==> src/rtl/axi4_burst_traffic_gen.sv <==
// AXI4 master that writes a seeded pattern over an address range in 4KB-safe INCR bursts,
// reads it back and counts mismatches. Define AXI_TG_ERR_LOG_EN to add first-error capture.
module axi4_burst_traffic_gen #(
   parameter int unsigned DATA_WIDTH    = 128,
   parameter int unsigned ADDR_WIDTH    = 40,
   parameter int unsigned MAX_BURST_LEN = 16,
   parameter logic [31:0] PATTERN_SEED  = 32'hA5A5_0000
) (
   input  logic                  aclk,
   input  logic                  areset,
   input  logic                  start,
   input  logic [ADDR_WIDTH-1:0] base_addr,
   input  logic [15:0]           num_beats,
   output logic                  busy,
   output logic                  done,
   output logic [15:0]           err_count,
`ifdef AXI_TG_ERR_LOG_EN
   output logic                  first_err_valid,
   output logic [ADDR_WIDTH-1:0] first_err_addr,
`endif
   output logic [ADDR_WIDTH-1:0] awaddr,
   output logic [7:0]            awlen,
   output logic                  awvalid,
   input  logic                  awready,
   output logic [DATA_WIDTH-1:0] wdata,
   output logic                  wlast,
   output logic                  wvalid,
   input  logic                  wready,
   input  logic [1:0]            bresp,
   input  logic                  bvalid,
   output logic                  bready,
   output logic [ADDR_WIDTH-1:0] araddr,
   output logic [7:0]            arlen,
   output logic                  arvalid,
   input  logic                  arready,
   input  logic [DATA_WIDTH-1:0] rdata,
   input  logic [1:0]            rresp,
   input  logic                  rlast,
   input  logic                  rvalid,
   output logic                  rready
);

   localparam int unsigned BYTES     = DATA_WIDTH / 8;
   localparam int unsigned LANES     = DATA_WIDTH / 32;
   localparam int unsigned SIZE_LOG2 = $clog2(BYTES);
   localparam logic [16:0] MAX_LEN   = 17'(MAX_BURST_LEN);
   localparam logic [ADDR_WIDTH-1:0] ALIGN_MASK = {ADDR_WIDTH{1'b1}} << SIZE_LOG2;

   localparam logic [2:0] ST_IDLE = 3'd0;
   localparam logic [2:0] ST_AW   = 3'd1;
   localparam logic [2:0] ST_W    = 3'd2;
   localparam logic [2:0] ST_B    = 3'd3;
   localparam logic [2:0] ST_AR   = 3'd4;
   localparam logic [2:0] ST_R    = 3'd5;
   localparam logic [2:0] ST_DONE = 3'd6;

   logic [2:0]            state_q, state_d;
   logic [ADDR_WIDTH-1:0] base_q, base_d;
   logic [ADDR_WIDTH-1:0] addr_q, addr_d;
   logic [15:0]           total_q, total_d;
   logic [15:0]           remaining_q, remaining_d;
   logic [15:0]           beat_n_q, beat_n_d;
   logic [8:0]            beat_idx_q, beat_idx_d;
   logic [15:0]           err_q, err_d;

   logic [8:0]            cur_beats;
   logic                  last_beat;
   logic [ADDR_WIDTH-1:0] addr_step;
   logic [15:0]           rem_after;
   logic [DATA_WIDTH-1:0] exp_data;
   logic                  r_bad;
   logic                  err_event;

   // Beats in the next burst: limited by what is left, the burst cap and the 4KB page end.
   function automatic logic [8:0] calc_beats(input logic [11:0] page_off, input logic [15:0] rem);
      logic [12:0] to_bound;
      logic [16:0] beats;
      to_bound = (13'h1000 - {1'b0, page_off}) >> SIZE_LOG2;
      beats    = {1'b0, rem};
      if (MAX_LEN < beats) beats = MAX_LEN;
      if ({4'b0, to_bound} < beats) beats = {4'b0, to_bound};
      return 9'(beats);
   endfunction

   function automatic logic [DATA_WIDTH-1:0] pattern(input logic [15:0] n);
      logic [DATA_WIDTH-1:0] d;
      logic [31:0]           first;
      first = PATTERN_SEED + 32'(n) * 32'(LANES);
      for (int unsigned i = 0; i < LANES; i++) begin
         d[i*32 +: 32] = first + 32'(i);
      end
      return d;
   endfunction

   assign cur_beats = calc_beats(addr_q[11:0], remaining_q);
   assign last_beat = (beat_idx_q == cur_beats - 9'd1);
   assign addr_step = ADDR_WIDTH'(cur_beats) << SIZE_LOG2;
   assign rem_after = remaining_q - 16'(cur_beats);
   assign exp_data  = pattern(beat_n_q);
   assign r_bad     = (rresp != 2'b00) || (rdata != exp_data) || (rlast != last_beat);

   always_comb begin
      state_d     = state_q;
      base_d      = base_q;
      addr_d      = addr_q;
      total_d     = total_q;
      remaining_d = remaining_q;
      beat_n_d    = beat_n_q;
      beat_idx_d  = beat_idx_q;
      err_d       = err_q;
      err_event   = 1'b0;
      case (state_q)
         ST_IDLE: begin
            if (start) begin
               base_d      = base_addr & ALIGN_MASK;
               addr_d      = base_addr & ALIGN_MASK;
               total_d     = num_beats;
               remaining_d = num_beats;
               beat_n_d    = 16'd0;
               beat_idx_d  = 9'd0;
               err_d       = 16'd0;
               state_d     = (num_beats == 16'd0) ? ST_DONE : ST_AW;
            end
         end
         ST_AW: begin
            if (awready) state_d = ST_W;
         end
         ST_W: begin
            if (wready) begin
               beat_n_d = beat_n_q + 16'd1;
               if (last_beat) begin
                  beat_idx_d = 9'd0;
                  state_d    = ST_B;
               end else begin
                  beat_idx_d = beat_idx_q + 9'd1;
               end
            end
         end
         ST_B: begin
            if (bvalid) begin
               err_event = (bresp != 2'b00);
               if (rem_after == 16'd0) begin
                  // Write phase finished: rewind to the start of the range for the read-back.
                  addr_d      = base_q;
                  remaining_d = total_q;
                  beat_n_d    = 16'd0;
                  state_d     = ST_AR;
               end else begin
                  addr_d      = addr_q + addr_step;
                  remaining_d = rem_after;
                  state_d     = ST_AW;
               end
            end
         end
         ST_AR: begin
            if (arready) state_d = ST_R;
         end
         ST_R: begin
            if (rvalid) begin
               err_event = r_bad;
               beat_n_d  = beat_n_q + 16'd1;
               // Burst end is tracked by our own count; a wrong rlast is only scored as an error.
               if (last_beat) begin
                  beat_idx_d  = 9'd0;
                  addr_d      = addr_q + addr_step;
                  remaining_d = rem_after;
                  state_d     = (rem_after == 16'd0) ? ST_DONE : ST_AR;
               end else begin
                  beat_idx_d = beat_idx_q + 9'd1;
               end
            end
         end
         ST_DONE: state_d = ST_IDLE;
         default: state_d = ST_IDLE;
      endcase
      if (err_event && (err_q != 16'hFFFF)) err_d = err_q + 16'd1;
   end

   always_ff @(posedge aclk) begin
      if (areset) begin
         state_q     <= ST_IDLE;
         base_q      <= '0;
         addr_q      <= '0;
         total_q     <= 16'd0;
         remaining_q <= 16'd0;
         beat_n_q    <= 16'd0;
         beat_idx_q  <= 9'd0;
         err_q       <= 16'd0;
      end else begin
         state_q     <= state_d;
         base_q      <= base_d;
         addr_q      <= addr_d;
         total_q     <= total_d;
         remaining_q <= remaining_d;
         beat_n_q    <= beat_n_d;
         beat_idx_q  <= beat_idx_d;
         err_q       <= err_d;
      end
   end

`ifdef AXI_TG_ERR_LOG_EN
   logic                  flog_valid_q;
   logic [ADDR_WIDTH-1:0] flog_addr_q;
   logic [ADDR_WIDTH-1:0] event_addr;

   // B errors report the burst address; R errors report the failing beat's own address.
   assign event_addr = (state_q == ST_R) ? addr_q + (ADDR_WIDTH'(beat_idx_q) << SIZE_LOG2)
                                         : addr_q;

   always_ff @(posedge aclk) begin
      if (areset) begin
         flog_valid_q <= 1'b0;
         flog_addr_q  <= '0;
      end else if ((state_q == ST_IDLE) && start) begin
         flog_valid_q <= 1'b0;
         flog_addr_q  <= '0;
      end else if (err_event && !flog_valid_q) begin
         flog_valid_q <= 1'b1;
         flog_addr_q  <= event_addr;
      end
   end

   assign first_err_valid = flog_valid_q;
   assign first_err_addr  = flog_addr_q;
`endif

   assign busy      = (state_q != ST_IDLE) && (state_q != ST_DONE);
   assign done      = (state_q == ST_DONE);
   assign err_count = err_q;

   assign awvalid = (state_q == ST_AW);
   assign awaddr  = awvalid ? addr_q : '0;
   assign awlen   = awvalid ? 8'(cur_beats - 9'd1) : 8'd0;
   assign wvalid  = (state_q == ST_W);
   assign wdata   = wvalid ? exp_data : '0;
   assign wlast   = wvalid && last_beat;
   assign bready  = (state_q == ST_B);
   assign arvalid = (state_q == ST_AR);
   assign araddr  = arvalid ? addr_q : '0;
   assign arlen   = arvalid ? 8'(cur_beats - 9'd1) : 8'd0;
   assign rready  = (state_q == ST_R);

endmodule

==> config.mk <==
export PLATFORM = sky130hd
export DESIGN_NAME = axi4_burst_traffic_gen
export DESIGN_NICKNAME = d
export VERILOG_FILES = /design/src/rtl/axi4_burst_traffic_gen.sv
export SDC_FILE = /design/constraint.sdc
export NUM_CORES = 1
export LEC_CHECK = 0
export CORE_AREA = 10 10 167 169
export DETAILED_ROUTE_END_ITERATION = 8
export DIE_AREA = 0 0 177 179
export GPL_TIMING_DRIVEN = 0
export PLACE_DENSITY = 0.85
export SYNTH_ARGS = -nofsm -noshare
export SYNTH_HDL_FRONTEND = slang
export SYNTH_SLANG_ARGS = --single-unit
==> constraint.sdc <==
create_clock -name aclk -period 16.7 [get_ports aclk]
set_input_delay 2.505 -clock aclk [delete_from_list [all_inputs] [get_ports aclk]]
set_output_delay 2.505 -clock aclk [all_outputs]
set_load 0.05 [all_outputs]
==> run metrics <==
status=finished clean; ANT cells=0; row count=58; Final Hold Fails=0; max incr delay on CP=0.84 ns; pin count of the biggest net entering global routing=39; Mean Syn Cell Area=7.09 um2; Initial Utilization=48.9%; Slew Viols, Final=0; power per cell area=159 mW/mm2; Slowest cell on crit path=clkdlybuf4s50_1; DR DRC count=0; commonest non-fill, non-tap cell in the layout=clkdlybuf4s50_1; # clock sinks=148; TritonCTS clock tree=built; Setup WS post-layout=6.67 ns; fin crit period=10.03 ns; DR pass1 iterations=8; Synthesis Warnings=0; VDD IR max=slightly above 0.00009 V; Arrival @ worst endpoint=7.52 ns; Area Growth Syn to Fin=42.9%; core area=approximately 0.025 mm2; CTS H-tree lvls=4; grt ovf=0; remaining antenna violation count after routing=0; I/O pins=445; routability congestion estimate=0.993; register area share after synthesis=about 24%; IO Port Bufs=404; cells after synthesis=between 1500 and 2000; post-CTS setup buffers=0; hold buffers post-CTS=0; Rel. slew slack=11.2%; first-pass GRT wire length=roughly 83000 um; CP Class=flop to output pin; fillers=2090; setup TNS=0 ns; Top FF cell, synth=dfxtp_1; Place WS=approximately 7.3 ns; Netlist cell types=between 80 and 90; Num CTS Buffers=17; Crit path max-delay family=simple AND/OR/NAND/NOR gates; wire length per cell=roughly 22 um; share of cells above drive strength 1=8.71%; skew final=0.0160 ns; DPL Wire Length=44700 um; post-CTS sizing=0; routed wire length=55900 um; Leak=6.95 nW; most frequent cells in the layout=clkdlybuf4s50_1 (404), nand2_1 (226), nor2_1 (205); Max Clk Rate=0.0997 GHz; worst skew pair latency=between 0.4 and 0.5 ns; Design Power=2.74 mW; RSZ-0062 raised after global routing=no; crit-path max FO=10; DIE AREA=0.0317 mm2; clk buf depth=2; initial antenna violation count=0; Clk Tree Root Cell=clkbuf_16; DRT iter0 DRCs=roughly 1300; Worst Hold Class=flop to flop; vias in the first global route=14200; CP startpoint kind=flop; mapped cell area=~0.012 mm2; asr flop ratio synth=0%; final setup fails=0; Required @ worst endpoint=14.20 ns; Final period util=60.1%; worst path bufs/invs=7; Total GRT Usage=33.3%; Via density=around 5.8; Die H=between 150 and 200 um; Post-synth EDFFs=0; die width=between 150 and 200 um; Hold Slack=0.457 ns; crit end category=output pin; via count=about 15000; Final #Nets=between 2000 and 2500; MaxCap Viol Count=0; Reg clk slew, reported paths=0.07 ns; flops & latches, synth=approximately 150; Tightest Pin Transition=1.32 ns
[metal layers]
layer	share of wire [%]	wire, um	vias to the layer above	GRT usage (%)
met3	11	6390	185	10.3
li1	-	-	6797	-
met2	47	26500	923	56.8
met1	36	20200	6760	36.6
met4	5.1	2850	0	17.1
met5	0	0	-	0
[flip-flops by register name, summed over array words and instances, names as in the netlist]
signal       count
total_q         16
base_q          36
state_q          3
addr_q          36
beat_n_q        16
remaining_q     16
beat_idx_q       9
err_count       16
[through the flow]
step / area (um2) / cells / utilization, %
after floorplan: 12200 / 1745 / -
after global routing: 17300 / 2511 / 69.9
after CTS: 17300 / 2511 / 69.9
after detailed placement: 16700 / 2479 / 67.5
final: 17300 / 2511 / 69.9
after global placement: 16700 / 2479 / 67.5
[tightest hold or removal path, stage by stage (launching register included)]
cell     delay (ns)
dfxtp_1        0.31
nand2_1        0.05
a21oi_1        0.05
[final timing paths]
path	startpoint	end	slack [ns]	depth (start not counted)
setup / recovery	addr_q[8]$_SDFFE_PP0P_	wlast	6.67	26
hold / removal	total_q[5]$_SDFFE_PP0P_	total_q[5]$_SDFFE_PP0P_	0.46	2
setup reg to reg	addr_q[8]$_SDFFE_PP0P_	addr_q[29]$_SDFFE_PP0P_	8.19	30
hold reg to reg	total_q[5]$_SDFFE_PP0P_	total_q[5]$_SDFFE_PP0P_	0.46	2
[cell families after synthesis]
logic type,share of synthesized area [%]
AOI/OAI and AO/OA,20.6
buffers and inverters,12.1
DFF,24.5
and+or+nand+nor,30.7
adders and majority gates,3.74
other,0.0621
xor gates and xnor gates,6.36
muxes,1.99
[cell type report]
| cell class | instances | area (um2) | area share, % |
|---|---|---|---|
| plain buffers | 223 | 1310 | 7.57 |
| clock buffers | 17 | 425 | 2.46 |
| clock inverters | 15 | 160 | 0.926 |
| inverters | 43 | 161 | 0.934 |
| multi-input cells | 1331 | 7810 | 45.2 |
| flip-flops and latches | 148 | 2960 | 17.1 |
| well taps | 330 | 413 | 2.39 |
| repair buffers | 404 | 4040 | 23.4 |
[Yosys cell counts, drive strengths merged, types with 12 or more instances]
| cell | instances | share of area, % |
|---|---|---|
| a211oi | 31 | 2.0 |
| a21oi | 138 | 5.7 |
| a221oi | 18 | 1.4 |
| a22oi | 19 | 1.2 |
| a31oi | 21 | 1.1 |
| and2 | 50 | 2.6 |
| and3 | 53 | 2.7 |
| buf | 134 | 8.0 |
| clkbuf | 89 | 2.8 |
| dfxtp | 148 | 24 |
| ha | 33 | 3.4 |
| inv | 42 | 1.3 |
| mux2i | 18 | 1.5 |
| nand2 | 226 | 7.0 |
| nand3 | 50 | 2.1 |
| nand4 | 20 | 1.0 |
| nor2 | 207 | 6.5 |
| nor2b | 18 | 0.93 |
| nor3 | 50 | 2.2 |
| nor4 | 25 | 1.5 |
| o211ai | 15 | 0.93 |
| o21ai | 61 | 2.6 |
| or3 | 12 | 0.66 |
| xnor2 | 51 | 3.7 |
| xor2 | 36 | 2.7 |
[report_power, final]
part	switching, mW	internal, mW	leakage [nW]
Combinational	1.22	0.650	5.45
Sequential	0.0630	0.413	1.21
Clock	0.182	0.212	0.289
No activity file was read; power rests on OpenSTA's default activity.
==> RTL edit, RTL diff (same settings) <==
`addr_q` no longer has a reset.
--- a/src/rtl/axi4_burst_traffic_gen.sv
+++ b/src/rtl/axi4_burst_traffic_gen.sv
@@ -180,7 +180,6 @@
       if (areset) begin
          state_q     <= ST_IDLE;
          base_q      <= '0;
-         addr_q      <= '0;
          total_q     <= 16'd0;
          remaining_q <= 16'd0;
          beat_n_q    <= 16'd0;
@@ -189,13 +188,16 @@
       end else begin
          state_q     <= state_d;
          base_q      <= base_d;
-         addr_q      <= addr_d;
          total_q     <= total_d;
          remaining_q <= remaining_d;
          beat_n_q    <= beat_n_d;
          beat_idx_q  <= beat_idx_d;
          err_q       <= err_d;
       end
+   end
+
+   always_ff @(posedge aclk) begin
+      addr_q <= addr_d;
    end
 
 `ifdef AXI_TG_ERR_LOG_EN
Check against the original RTL: same outputs for any inputs over 4 cycles, from zero or initial values and one cycle with areset high; that may be too few to reach the edited logic, so the function may still have changed.
==> RTL edit against the unedited design <==
Largest power group unchanged. Via count decreased by 4.6%. Wire length decreased by 8.4%. Critical path depth decreased by 4. Combinational power decreased by 20%. Sequential power increased by 8.0%. Critical path type unchanged. Total power decreased by 13%. Worst setup slack improved by 0.067 ns. Design area about the same. Sequential cell count unchanged. Synthesized area about the same.
==> RTL edit: results (changes against the unedited design) <==
Global route:
- The met1 demand-to-capacity share in global routing is 37.44% (+0.88 points).
- The initial antenna violation count is 2 (+2).
- The met3 track demand over resource is 8.382% (-1.9 points).
- The wire length of the first global-routing pass came to 75.99 mm (-8.1%).

Drt:
- The sum of met3 wire segment lengths after detailed routing was 5.651 mm (-11%).
- The length of the first detailed-routing pass in iterations came to 6 (-2).
- The number of design-rule violations left by the first detailed-router iteration is 1,351 (+7.1%).
- The average wire per cell in the routed design is 21.25 um (-4.5%).

Synth:
- Ranked by instance count, the synthesized netlist is headed by 213 x sky130_fd_sc_hd__nand2_1, 133 x sky130_fd_sc_hd__nor2_1, 127 x sky130_fd_sc_hd__a21oi_1, 121 x sky130_fd_sc_hd__buf_4, 112 x sky130_fd_sc_hd__dfxtp_1.
- The post-synthesis share of cell area spent on xor and xnor gates is 6.118% (-0.24 points).
- The post-synthesis mux area share is 1.292% (-0.69 points).
- The fraction of the mapped netlist area in compound gates is 20.96% (+0.39 points).
- The share of the synthesized area in the top cell type was 18.52% (-6.0 points).

Place:
- The HPWL after detailed placement is 40.64 mm (-9.0%).
- The placed instance area came to 16,710 um2 (about the same).
- The worst setup slack before clock tree synthesis is 7.298 ns (+0.01607 ns).

Power and ir drop:
- The leakage power of the design came to 6.896 nW (-0.73%).
- The design internal power is 0.001181 W (-7.4%).
- The fraction of power spent switching nets was 50.72% (-2.8 points).

Critical path:
- The depth of the most critical reg-to-reg path is 24 (-20%).
- In this run the critical register-to-register path is captured at addr_q[9].
- The stage delay of the slowest cell on the critical path is 0.88 ns (+0.04 ns).
- The minimum setup slack among reg-to-reg paths is 8.14 ns (-0.05 ns).

Finish:
- The clock network area share came to 3.399% (+0.012 points).
- The sequential cell area is 3323 um2 (+12%).
- The number of combinational gates with multiple inputs came to 1,231 (-7.5%).
- The count of inverters other than clock inverters in the layout is 50 (+16%).
- The number of cells in the finished layout apart from fillers is 2,407 (-4.1%).
- The clock buffer count is 19 (+2).
- The count of nets after finishing was 2,294 (-4.4%).
- The area occupied by multi-input gates came to 7476 um2 (-4.3%).
- The count of plain and timing-repair buffers was 614 (-2.1%).
- The synthesis-to-layout area growth came to 42.89% (about the same).

Timing:
- The transition at the pin with the smallest max-transition slack is 1.119 ns (-0.1960 ns).
- The smallest hold slack is 0.4536 ns (-0.003143 ns).

Hold path:
- The start point of the worst hold path is base_q[28].

Status:
- The run finished with clean final reports.
-- RTL edit: cell count changes after synthesis, moves of 14 or more --
cell / delta
sky130_fd_sc_hd__a31oi_1: -19
sky130_fd_sc_hd__and3_1: +20
sky130_fd_sc_hd__dfxtp_1: -36
sky130_fd_sc_hd__edfxtp_1: +36
sky130_fd_sc_hd__nor2_1: -72
sky130_fd_sc_hd__nor3_1: -18
sky130_fd_sc_hd__o21ai_0: +22
sky130_fd_sc_hd__xor2_1: -14
-- RTL edit: worst min-delay path: cells and delay by family (launching register included) --
kind,cells,cell delay [ns]
flip-flops,1,0.31
AND/OR/NAND/NOR,1,0.05
AO/OA/AOI/OAI,1,0.05
-- RTL edit: kinds of logic after synthesis --
group | Yosys count
multiplexers | 15
XOR/XNOR | 83
AND/OR/NAND/NOR | 675
AO/OA/AOI/OAI | 383
buffers and inverters | 260
other | 2
adder cells (fa/ha/maj) | 35
flip-flops | 148
